===== src/rtl/reg_serializer.sv =====
// Parallel-to-serial stage: captures one word on load&&ready and shifts it out
// one bit per accepted beat under valid/ready handshake on both sides.
module reg_serializer #(
    parameter int unsigned WIDTH     = 8,
    parameter bit          LSB_FIRST = 1'b1
) (
    input  logic             clk,
    input  logic             rst,
    input  logic [WIDTH-1:0] in,
    input  logic             load,
    output logic             ready,
    output logic             sout,
    output logic             svalid,
    input  logic             sready,
    output logic             last
);

    localparam int unsigned CW = (WIDTH > 1) ? $clog2(WIDTH) : 1;

    typedef enum logic {
        IDLE  = 1'b0,
        SHIFT = 1'b1
    } state_t;

    state_t           state;
    state_t           state_nxt;
    logic [WIDTH-1:0] shreg;
    logic [WIDTH-1:0] shreg_nxt;
    logic [CW-1:0]    count;
    logic [CW-1:0]    count_nxt;
    logic             ready_nxt;
    logic             svalid_nxt;
    logic             sout_nxt;
    logic             last_nxt;

    // Next-state, datapath and next-output logic; outputs are registered below
    always_comb begin
        state_nxt  = state;
        shreg_nxt  = shreg;
        count_nxt  = count;
        ready_nxt  = 1'b0;
        svalid_nxt = 1'b0;
        sout_nxt   = 1'b0;
        last_nxt   = 1'b0;

        case (state)
            IDLE: begin
                if (load) begin
                    shreg_nxt = in;
                    count_nxt = CW'(WIDTH - 1);
                    state_nxt = SHIFT;
                end
            end
            SHIFT: begin
                if (sready) begin
                    if (count != '0) begin
                        shreg_nxt = LSB_FIRST ? (shreg >> 1) : (shreg << 1);
                        count_nxt = count - CW'(1);
                    end else begin
                        state_nxt = IDLE;
                    end
                end
            end
            default: state_nxt = IDLE;
        endcase

        // Outputs reflect the state being entered, so they line up with it
        ready_nxt  = (state_nxt == IDLE);
        svalid_nxt = (state_nxt == SHIFT);
        if (state_nxt == SHIFT) begin
            sout_nxt = LSB_FIRST ? shreg_nxt[0] : shreg_nxt[WIDTH-1];
            last_nxt = (count_nxt == '0);
        end
    end

    // State, datapath and output registers
    always_ff @(posedge clk) begin
        if (rst) begin
            state  <= IDLE;
            shreg  <= '0;
            count  <= '0;
            ready  <= 1'b1;
            svalid <= 1'b0;
            sout   <= 1'b0;
            last   <= 1'b0;
        end else begin
            state  <= state_nxt;
            shreg  <= shreg_nxt;
            count  <= count_nxt;
            ready  <= ready_nxt;
            svalid <= svalid_nxt;
            sout   <= sout_nxt;
            last   <= last_nxt;
        end
    end

endmodule


===== config.mk =====
export PLATFORM = sky130hd
export DESIGN_NAME = reg_serializer
export DESIGN_NICKNAME = d
export VERILOG_FILES = /design/src/rtl/reg_serializer.sv
export SDC_FILE = /design/constraint.sdc
export NUM_CORES = 1
export LEC_CHECK = 0
export ABC_AREA = 1
export CAP_MARGIN = 40
export CORE_UTILIZATION = 45
export DETAILED_ROUTE_END_ITERATION = 12
export GPL_ROUTABILITY_DRIVEN = 0
export PLACE_DENSITY = 0.83
export SLEW_MARGIN = 15
export SYNTH_ARGS = -nofsm -noshare
export SYNTH_HDL_FRONTEND = slang
export SYNTH_SLANG_ARGS = --single-unit

===== constraint.sdc =====
create_clock -name clk -period 1.5 [get_ports clk]
set_clock_uncertainty 0.05 [all_clocks]
set_input_delay 0.3 -clock clk [delete_from_list [all_inputs] [get_ports clk]]
set_output_delay 0.3 -clock clk [all_outputs]
set_load 0.1 [all_outputs]

==> flow_metrics.tcl <==
set metrics [dict create \
    min_path_type "reg2reg" \
    syn_inst 106 \
    ff2ff_path_depth 9 \
    r2r_start "count[0]$_SDFF_PP0_" \
    power_frac_seq 0.479 \
    cts_resized 0 \
    synth_cell_types 16 \
    cts_htree_levels 1 \
    fin_crit_sh 0.920 \
    p_switching_uw 303 \
    remaining_drc_errors 0 \
    grt_usage 0.180 \
    cts_root_buffer "clkbuf_4" \
    netSwitchingFraction 0.323 \
    end_kind "flip-flop" \
    core-area_um2 1490 \
    cp-startpoint "count[0]$_SDFF_PP0_" \
    rrSetupSlack_ns 0.12 \
    final_common_cell "nand2_1" \
    detail_route.wl_per_cell_um 9.50 \
    fp.dieArea_um2 1760 \
    clock-sinks 15 \
    area_delta_synth_final_pct 35.4 \
    cts_setup_buffers 0 \
    peakVddDrop_mv 0.514 \
    drt_iter0_markers 16 \
    wl_um 1360 \
    r2r_end "last$_SDFF_PP0_" \
    clockBufferDepth 2 \
    ys_seq_area_frac 0.419 \
    die_height_um 41.9 \
    slew_headroom 0.832 \
    fin_setup_tns_ns 0 \
    io_buffers 15 \
    min_period_ns 1.38 \
    cts_tree "built" \
    cts_buffers 3 \
    final_net_count 142 \
    cp-start-kind "flip-flop" \
    antenna_found_initial 0 \
    worstSetupEndpoint "last$_SDFF_PP0_" \
    hold_buffers 0 \
    via_count 679 \
    power_uw 937 \
    ant_nets 0 \
    p_per_area_nw_per_um2 966 \
    ys_warn_count 0 \
    final_cell_mix "27 x nand2_1, 26 x nor2_1, 14 x inv_1, 14 x dfxtp_1, 11 x clkdlybuf4s50_1" \
    maxCapViolations 0 \
    dr.pass1.iters 4 \
    grt_pass1_wl_um 2440 \
    initial_utilization 0.482 \
    overflow 0 \
    p_leak_uw 0.000465 \
    num_rows 14 \
    vias_per_cell 4.75 \
    fmax_ghz 0.725 \
    setup_viol 0 \
    ios 16 \
    worstPathRequired_ns 1.63 \
    cp_max_fo 4 \
    status "finished, final reports clean" \
    insertedDiodeCount 0 \
    final_cell_area_um2 971 \
    p_comb_frac 0.278 \
    synth-seq-cells 15 \
    drive_above_1_share 0.173 \
    hpwl_um 1090 \
    critPathKind "reg2reg" \
    die_w_um 41.9 \
    clk_latency_ns 0.28 \
    p_int_uw 634 \
    placed_cell_area_um2 943 \
    slew_viol_final 0 \
    grt_start_max_net_pins 10 \
    syn_nets 120 \
    hold_violations 0 \
    synth_area_um2 717 \
    rsz0062_at_grt "false" \
    crit_arrival_ns 1.51 \
    clk_pin_slew_ns 0.09 \
    grt_pass1_vias 629 \
    worst_pin_slew_ns 0.251 \
    avgSynthCellArea_um2 6.76 \
    clockPowerShare 0.244 \
]
cell type report:
cell class,instances,area (µm²)
repair buffers,18,213
clock buffers,3,22.5
fillers,135,518
inverters,17,65.1
flip-flops and latches,15,302
multi-input cells,73,344
clock inverters,1,5.00
well taps,16,20.0
layer usage:
metal	GRT usage	up-vias	routed length [µm]
met5	0	-	0
met4	0.0774	0	29
met3	0.0261	4	65
met2	0.325	22	671
met1	0.209	298	592
li1	-	355	-
worst min path at each step:
stage                               start                     to  cells after the start
detailed placement  shreg[7]$_SDFFE_PP0P_  shreg[7]$_SDFFE_PP0P_                      2
finish              shreg[7]$_SDFFE_PP0P_  shreg[7]$_SDFFE_PP0P_                      2
global route        shreg[7]$_SDFFE_PP0P_  shreg[7]$_SDFFE_PP0P_                      2
CTS                 shreg[7]$_SDFFE_PP0P_  shreg[7]$_SDFFE_PP0P_                      2
floorplan           shreg[7]$_SDFFE_PP0P_  shreg[7]$_SDFFE_PP0P_                      2
global placement    shreg[7]$_SDFFE_PP0P_  shreg[7]$_SDFFE_PP0P_                      2
flip-flops by register name, summed over array words and instances (netlist names):
| name | cells |
|---|---|
| state | 1 |
| count | 3 |
| shreg | 8 |
| ready | 1 |
| last | 1 |
| sout | 1 |
synth_stat cells, drive strengths merged:
cell,instances,area share
nand2,30,0.18
nor2,30,0.18
inv,16,0.084
dfxtp,15,0.42
o21ai,6,0.042
nand3,3,0.021
ha,2,0.035
a21oi,1,0.0070
and3,1,0.0087
buf,1,0.010
clkinv,1,0.0070
cells by family (layout without fill, tap and decap cells):
| kind of cell | after synthesis | after routing | synth area share |
|---|---|---|---|
| AO/OA/AOI/OAI | 7 | 7 | 0.0489 |
| adder cells (fa/ha/maj) | 2 | 2 | 0.0349 |
| buffers and inverters | 18 | 39 | 0.101 |
| flip-flops | 15 | 15 | 0.419 |
| AND/OR/NAND/NOR | 64 | 64 | 0.396 |
worst max-delay path, cell delays in order (launching register included):
cell and delay, ns:
dfxtp_1 0.32, inv_1 0.09, ha_1 0.20, inv_1 0.05
nor2_1 0.21, nand2_1 0.09, nand2_1 0.12, nor2_1 0.07
nand2_1 0.05, nor2_1 0.03
power groups by stage:
stage	registers (µW)	clock network, µW	logic [µW]
4_1_cts	449	236	261
2_1_floorplan	500	0	125
3_5_place_dp	458	0	260
6_report	449	229	260
3_3_place_gp	457	0	252
5_1_grt	453	247	289
stage by stage:
step | instances | setup slack [ns] | utilization | hold slack [ns]
after detailed placement | 139 | -0.0347 | 0.634 | 0.406
after global routing | 143 | 0.00320 | 0.652 | 0.461
final | 143 | 0.120 | 0.652 | 0.420
after floorplan | 106 | 0.0541 | - | 0.388
after CTS | 143 | 0.111 | 0.652 | 0.419
after global placement | 139 | -0.00939 | 0.634 | 0.399
No activity file was read; power rests on OpenSTA's default activity.
